File: src/rtl/sev_seg_scanner_if.sv
// ============================================================================
// sev_seg_scanner_if : register-side and pin-side signals of the scanner
// Rev 1.0
// ============================================================================
`default_nettype none

interface sev_seg_scanner_if #(
  parameter int N_DIGITS = 4,
  parameter int PWM_BITS = 3
);
  logic [4*N_DIGITS-1:0] digits_i;
  logic [N_DIGITS-1:0]   ltr_i;
  logic [N_DIGITS-1:0]   dp_i;
  logic [N_DIGITS-1:0]   blank_i;
  logic [N_DIGITS-1:0]   blink_i;
  logic [PWM_BITS-1:0]   bright_i;
  logic [N_DIGITS-1:0]   an_o;
  logic [7:0]            sseg_o;

  modport master (
    output digits_i, ltr_i, dp_i, blank_i, blink_i, bright_i,
    input  an_o, sseg_o
  );

  modport slave (
    input  digits_i, ltr_i, dp_i, blank_i, blink_i, bright_i,
    output an_o, sseg_o
  );
endinterface

`default_nettype wire

File: src/rtl/sev_seg_scanner.sv
// ============================================================================
// sev_seg_scanner : N-digit multiplexed 7-seg driver, PWM dimming and blink
// Rev 1.0
// ============================================================================
`default_nettype none

module sev_seg_scanner #(
  parameter int N_DIGITS     = 4,
  parameter int DIV_BITS     = 16,
  parameter int PWM_BITS     = 3,
  parameter int BLINK_FRAMES = 64
) (
  input  wire logic        clk,
  input  wire logic        rst,
  sev_seg_scanner_if.slave bus
);
  localparam int IDX_W = (N_DIGITS > 1) ? $clog2(N_DIGITS) : 1;
  localparam int FRM_W = (BLINK_FRAMES > 1) ? $clog2(BLINK_FRAMES) : 1;
  localparam logic [IDX_W-1:0] C_IDX_LAST = IDX_W'(N_DIGITS - 1);
  localparam logic [FRM_W-1:0] C_FRM_LAST = FRM_W'(BLINK_FRAMES - 1);

  logic [DIV_BITS-1:0]   r_slot;
  logic [IDX_W-1:0]      r_idx;
  logic [FRM_W-1:0]      r_frame;
  logic                  r_blink_phase;
  logic [4*N_DIGITS-1:0] r_digits;
  logic [N_DIGITS-1:0]   r_ltr;
  logic [N_DIGITS-1:0]   r_dp;
  logic [N_DIGITS-1:0]   r_blank;
  logic [N_DIGITS-1:0]   r_blink;
  logic [PWM_BITS-1:0]   r_bright;
  logic [N_DIGITS-1:0]   r_an;
  logic [7:0]            r_sseg;

  logic                  w_slot_wrap;
  logic                  w_frame_end;
  logic [3:0]            w_code;
  logic [6:0]            w_glyph;
  logic                  w_pwm_on;
  logic                  w_active;

  assign w_slot_wrap = &r_slot;
  assign w_frame_end = w_slot_wrap && (r_idx == C_IDX_LAST);
  assign w_code      = r_digits[{r_idx, 2'b00} +: 4];
  assign w_pwm_on    = (&r_bright) || (r_slot[DIV_BITS-1 -: PWM_BITS] < r_bright);
  assign w_active    = !r_blank[r_idx] && !(r_blink[r_idx] && r_blink_phase) && w_pwm_on;

  // Active-low glyph patterns, bit order g..a
  always_comb begin
    w_glyph = 7'h7F;
    if (r_ltr[r_idx]) begin
      case (w_code)
        4'h0: w_glyph = 7'h3F;  4'h1: w_glyph = 7'h08;
        4'h2: w_glyph = 7'h03;  4'h3: w_glyph = 7'h46;
        4'h4: w_glyph = 7'h21;  4'h5: w_glyph = 7'h06;
        4'h6: w_glyph = 7'h0E;  4'h7: w_glyph = 7'h09;
        4'h8: w_glyph = 7'h79;  4'h9: w_glyph = 7'h61;
        4'hA: w_glyph = 7'h47;  4'hB: w_glyph = 7'h2B;
        4'hC: w_glyph = 7'h23;  4'hD: w_glyph = 7'h0C;
        4'hE: w_glyph = 7'h2F;  4'hF: w_glyph = 7'h41;
        default: w_glyph = 7'h7F;
      endcase
    end else begin
      case (w_code)
        4'h0: w_glyph = 7'h40;  4'h1: w_glyph = 7'h79;
        4'h2: w_glyph = 7'h24;  4'h3: w_glyph = 7'h30;
        4'h4: w_glyph = 7'h19;  4'h5: w_glyph = 7'h12;
        4'h6: w_glyph = 7'h02;  4'h7: w_glyph = 7'h78;
        4'h8: w_glyph = 7'h00;  4'h9: w_glyph = 7'h10;
        4'hA: w_glyph = 7'h08;  4'hB: w_glyph = 7'h03;
        4'hC: w_glyph = 7'h46;  4'hD: w_glyph = 7'h21;
        4'hE: w_glyph = 7'h06;  4'hF: w_glyph = 7'h0E;
        default: w_glyph = 7'h7F;
      endcase
    end
  end

  always_ff @(posedge clk) begin
    if (!rst) begin
      r_slot        <= '0;
      r_idx         <= '0;
      r_frame       <= '0;
      r_blink_phase <= 1'b0;
      r_an          <= '1;
      r_sseg        <= 8'hFF;
    end else begin
      r_slot <= r_slot + DIV_BITS'(1);
      if (w_slot_wrap)
        r_idx <= w_frame_end ? '0 : r_idx + IDX_W'(1);
      if (w_frame_end) begin
        if (r_frame == C_FRM_LAST) begin
          r_frame       <= '0;
          r_blink_phase <= ~r_blink_phase;
        end else begin
          r_frame <= r_frame + FRM_W'(1);
        end
      end
      r_an   <= w_active ? ~(N_DIGITS'(1) << r_idx) : '1;
      r_sseg <= w_active ? {~r_dp[r_idx], w_glyph} : 8'hFF;
    end
  end

  // Snapshot loads during reset and on the last cycle of each frame only,
  // so a frame is always drawn from one coherent set of inputs.
  always_ff @(posedge clk) begin
    if (!rst || w_frame_end) begin
      r_digits <= bus.digits_i;
      r_ltr    <= bus.ltr_i;
      r_dp     <= bus.dp_i;
      r_blank  <= bus.blank_i;
      r_blink  <= bus.blink_i;
      r_bright <= bus.bright_i;
    end
  end

  assign bus.an_o   = r_an;
  assign bus.sseg_o = r_sseg;
endmodule

`default_nettype wire

File: src/flat_wrapper.sv
// flat-port wrapper written by rule: the top's interface ports become plain ports
module sev_seg_scanner_flat 
#(
  parameter int N_DIGITS     = 4,
  parameter int DIV_BITS     = 16,
  parameter int PWM_BITS     = 3,
  parameter int BLINK_FRAMES = 64
)
  (clk, rst, bus_digits_i, bus_ltr_i, bus_dp_i, bus_blank_i, bus_blink_i, bus_bright_i, bus_an_o, bus_sseg_o);
  sev_seg_scanner_if #(.N_DIGITS(N_DIGITS), .PWM_BITS(PWM_BITS)) bus_i ();
  input  wire logic clk;
  input  wire logic rst;
  input wire logic [$bits(bus_i.digits_i)-1:0] bus_digits_i;
  input wire logic [$bits(bus_i.ltr_i)-1:0] bus_ltr_i;
  input wire logic [$bits(bus_i.dp_i)-1:0] bus_dp_i;
  input wire logic [$bits(bus_i.blank_i)-1:0] bus_blank_i;
  input wire logic [$bits(bus_i.blink_i)-1:0] bus_blink_i;
  input wire logic [$bits(bus_i.bright_i)-1:0] bus_bright_i;
  output wire logic [$bits(bus_i.an_o)-1:0] bus_an_o;
  output wire logic [$bits(bus_i.sseg_o)-1:0] bus_sseg_o;
  assign bus_i.digits_i = bus_digits_i;
  assign bus_i.ltr_i = bus_ltr_i;
  assign bus_i.dp_i = bus_dp_i;
  assign bus_i.blank_i = bus_blank_i;
  assign bus_i.blink_i = bus_blink_i;
  assign bus_i.bright_i = bus_bright_i;
  assign bus_an_o = bus_i.an_o;
  assign bus_sseg_o = bus_i.sseg_o;
  sev_seg_scanner #(.N_DIGITS(N_DIGITS), .DIV_BITS(DIV_BITS), .PWM_BITS(PWM_BITS), .BLINK_FRAMES(BLINK_FRAMES)) u_core (.clk(clk), .rst(rst), .bus(bus_i));
endmodule
File: config.mk
export PLATFORM = sky130hd
export DESIGN_NAME = sev_seg_scanner_flat
export DESIGN_NICKNAME = d
export VERILOG_FILES = /design/src/rtl/sev_seg_scanner_if.sv /design/src/rtl/sev_seg_scanner.sv /design/src/flat_wrapper.sv
export SDC_FILE = /design/constraint.sdc
export NUM_CORES = 1
export LEC_CHECK = 0
export ABC_AREA = 1
export ABC_CLOCK_PERIOD_IN_PS = 2200
export CORE_UTILIZATION = 30
export CTS_CLUSTER_SIZE = 28
export DETAILED_ROUTE_END_ITERATION = 12
export GPL_ROUTABILITY_DRIVEN = 0
export GPL_TIMING_DRIVEN = 0
export PLACE_DENSITY = 0.58
export REMOVE_ABC_BUFFERS = 1
export SETUP_SLACK_MARGIN = 0.15
export SYNTH_ARGS = -nofsm -noshare
export SYNTH_HDL_FRONTEND = slang
export SYNTH_SLANG_ARGS = --single-unit
File: constraint.sdc
create_clock -name clk -period 2.2 [get_ports clk]
set_clock_uncertainty 0.15 [all_clocks]
set_input_delay 0.66 -clock clk [delete_from_list [all_inputs] [get_ports clk]]
set_output_delay 0.66 -clock clk [all_outputs]
set_load 0.05 [all_outputs]
==> out/qor.log <==
INFO  synth          syn-mean-instance-area=8.95squm
INFO  power_and_ir_drop net-switching-power=791uW
INFO  synth          synth_adder_area_share=5.93%
INFO  cts            clkTransAtPathRegs=0.06ns
INFO  power_and_ir_drop static-leakage-power=1.87nW
INFO  synth          synth.lib_cells_used.distinct=36
INFO  floorplan      design.die.area=12,400squm
INFO  worst_setup_path crit_buf_inv=1
INFO  final_layout   layout-drive-gt1-share=16.6%
INFO  detailed_routing via_count=2,831
INFO  sta            final-hold-violation-count=0
INFO  global_routing globalRouteTotalUtil=12.7%
INFO  detailed_routing finalWirelength=7.48mm
INFO  power_and_ir_drop internal_power=2.37mW
INFO  cts            cts_root_buf=sky130_fd_sc_hd__clkbuf_16
INFO  sta            transition_time_of_the_tightest_slew_check_pin=0.556ns
INFO  synth          synth-compound-area-share=6.76%
INFO  synth          mappedNetlistArea=3590squm
INFO  power_and_ir_drop comb_power_share=9.4%
INFO  final_layout   layout.nets=518
INFO  cts            cts_buffers=9
INFO  cts            cts_max_path_buffers=2
INFO  synth          yosys.area_share.simple=27.3%
INFO  worst_setup_path worst-path-max-fanout=1
INFO  final_layout   mostFrequentLayoutCells=92 x sky130_fd_sc_hd__nand2_1, 42 x sky130_fd_sc_hd__inv_1, 41 x sky130_fd_sc_hd__nand3_1
INFO  cts            holdBufCountCts=0
INFO  global_routing grt_start_max_net_pins=25
INFO  worst_setup_path timing.critical_path.cells=dlygate4sd2_1
INFO  power_and_ir_drop vdd_drop_max=0.420mV
INFO  synth          synth_top_area_share=29.3%
INFO  detailed_routing detail_route.vias_per_cell=4.63
INFO  detailed_routing detail-route-antenna-nets=0
INFO  power_and_ir_drop power_switching_share=25.0%
INFO  worst_setup_path worst_path_arrival_time=1.18ns
INFO  floorplan      placement_rows=39
INFO  power_and_ir_drop p_seq_share=46.6%
INFO  synth          yosys.area.top_type=sky130_fd_sc_hd__edfxtp_1
INFO  run            maxCapViolations=0
INFO  floorplan      fp.dieH=111um
INFO  floorplan      top_level_ports=49
INFO  synth          synth.area.mux_share=0%
INFO  cts            clock_sinks=72
INFO  detailed_routing detail_route.wl_per_cell=12.2um
INFO  power_and_ir_drop power.share.clock=44.0%
INFO  worst_setup_path worst_setup_path_start_kind=flip-flop
INFO  cts            cts-htree-levels=3
INFO  cts            cts_tree=yes
INFO  sta            fin_crit_sh=90.3%
INFO  sta            setup_repair_after_global_routing_missed_its_margin=false
INFO  worst_hold_path hp-class=reg -> reg
INFO  cts            worst_skew_pair.late_latency=0.33ns
INFO  final_layout   syn2layout_area_growth=28.3%
INFO  final_layout   finalCoreUtilization=40.0%
INFO  worst_setup_path crit_family=buffers and inverters
INFO  sta            maxSlewViolCount=0
INFO  sta            final.min_clock_period=1.99ns
INFO  sta            finalSetupViolations=0
INFO  synth          synthXorXnorAreaFrac=1.22%
INFO  detailed_routing drt_first_iter_violations=140
INFO  global_routing globalRoute.totalOverflow=0
INFO  synth          synthCells=401
INFO  detailed_routing drt_pass1_iterations=9
INFO  worst_setup_path cpPeakStageDelay=0.53ns
INFO  detailed_routing drc=2
INFO  final_layout   layout.cells.most_common=sky130_fd_sc_hd__nand2_1
INFO  synth          synth-seq-area-share=49.9%
INFO  synth          yosys-top-cells-area=sky130_fd_sc_hd__edfxtp_1 29%, sky130_fd_sc_hd__dfxtp_1 21%, sky130_fd_sc_hd__nand2_1 9.7%
INFO  power_and_ir_drop cellPowerDensity=687nW/um^2
INFO  placement      place.detailed.hpwl=5.04mm
INFO  worst_setup_path worst-endpoint-required=1.39ns
INFO  synth          ys_seq_elements=72
INFO  floorplan      die-width=111um
INFO  sta            slew-limit-headroom=62.8%
INFO  outcome        failed_checks=design-rule violations
INFO  sta            max_clock_freq=503MHz
INFO  global_routing number_of_global_route_vias_before_repair=2,687
INFO  placement      numPlacedInstances=582
INFO  floorplan      core_area=11,500squm
INFO  worst_setup_path cp-end-kind=output port
INFO  synth          yosys_warnings=0
INFO  power_and_ir_drop total_power=3.16mW
INFO  outcome        result_of_the_run=finished with violations
INFO  final_layout   instances_no_fill=612
INFO  global_routing grt_antenna_before_repair=0
INFO  worst_setup_path crit_type=reg -> out
INFO  sta            worst_hold_slack=0.317ns
INFO  global_routing wire_length_of_the_first_global_routing_pass=12.5mm
INFO  worst_setup_path critical-path-slowest-cell=sky130_fd_sc_hd__dlygate4sd2_1
INFO  synth          synth_top_family_by_area=simple AND/OR/NAND/NOR gates
INFO  placement      io_buffer_count=48
INFO  floorplan      initial_standard_cell_utilization_of_the_core=31.2%
INFO  final_layout   diodes=0
state kept, by name, indices dropped and copies added, names as in the netlist:
| name | count |
|---|---|
| u_core.r_digits | 16 |
| u_core.r_slot | 16 |
| u_core.bus.sseg_o | 8 |
| u_core.r_frame | 6 |
| u_core.bus.an_o | 4 |
| u_core.r_blank | 4 |
| u_core.r_blink | 4 |
| u_core.r_dp | 4 |
| u_core.r_ltr | 4 |
| u_core.r_bright | 3 |
| u_core.r_idx | 2 |
| u_core.r_blink_phase | 1 |
per-stage QoR:
step / setup TNS (ns) / cell area, sq um / setup WS (ns)
after CTS: 0 / 4520 / 0.128
after global placement: -45.68 / 4130 / -1.08
after global routing: 0 / 4600 / 0.156
after detailed placement: -29.42 / 4160 / -0.660
final: 0 / 4600 / 0.213
after floorplan: -14.64 / 3470 / -0.411
synth_stat cells, drive strengths merged:
| library cell | instances |
|---|---|
| xor2 | 5 |
| or2 | 1 |
| nand3 | 49 |
| a21oi | 29 |
| ha | 17 |
| buf | 11 |
| dfxtp | 37 |
| a211oi | 1 |
| nand2 | 108 |
| nand3b | 1 |
| o21ai | 11 |
| nand4 | 8 |
| o211ai | 1 |
| edfxtp | 35 |
| a22oi | 1 |
| o21a | 1 |
| clkinv | 2 |
| nor3 | 4 |
| inv | 49 |
| nor2 | 30 |
kinds of logic after synthesis:
family | after synthesis
AO/OA/AOI/OAI | 44
XOR/XNOR | 5
adder cells (fa/ha/maj) | 17
buffers and inverters | 62
flip-flops | 72
AND/OR/NAND/NOR | 201
worst paths after layout:
check	startpoint	slack [ns]	cells past startpoint	to
hold / removal	u_core.r_slot[0]$_SDFF_PN0_	0.32	1	u_core.r_slot[0]$_SDFF_PN0_
setup reg to reg	u_core.r_idx[0]$_SDFFE_PN0P_	0.27	5	u_core.r_digits[3]$_DFFE_PP_
setup / recovery	u_core.bus.sseg_o[7]$_SDFF_PN1_	0.21	1	bus_sseg_o[7]
hold reg to reg	u_core.r_slot[0]$_SDFF_PN0_	0.32	1	u_core.r_slot[0]$_SDFF_PN0_
worst register-to-register path, stage by stage (launching register included):
cell and delay, ns:
sky130_fd_sc_hd__dfxtp_4 0.39, sky130_fd_sc_hd__buf_4 0.14, sky130_fd_sc_hd__ha_1 0.44, sky130_fd_sc_hd__nand2_4 0.18
sky130_fd_sc_hd__nand2_8 0.15, sky130_fd_sc_hd__buf_16 0.18
per-layer routing:
layer	vias to the layer above	global-route usage (%)	part of all wire, %
met5	-	0	0
met4	0	6.04	2.0
met3	15	3.16	4.9
met2	74	19.8	45
met1	1296	16.7	48
li1	1446	-	-
what timing repair did:
action / CTS / global route
endpoints found under the setup margin: 75 / 38
resized for setup: 20 / 8
setup buffers: 9 / 5
pin swaps: 2 / 1
cloned: 0 / 0
final cells by class:
cell class	count	area (sq um)
inverters	51	204
repair buffers	63	601
multi-input cells	267	1530
fillers	1139	6910
flip-flops and latches	72	1800
well taps	143	179
clock inverters	7	61.3
clock buffers	9	225
power groups by stage:
stage,Clock [mW],Combinational (mW),Sequential [mW]
after floorplan,0,0.124,1.54
after global placement,0,0.275,1.51
after detailed placement,0,0.285,1.51
after CTS,1.42,0.284,1.47
after global routing,1.48,0.326,1.48
final,1.39,0.298,1.47
(Power assumes the default switching activity.)
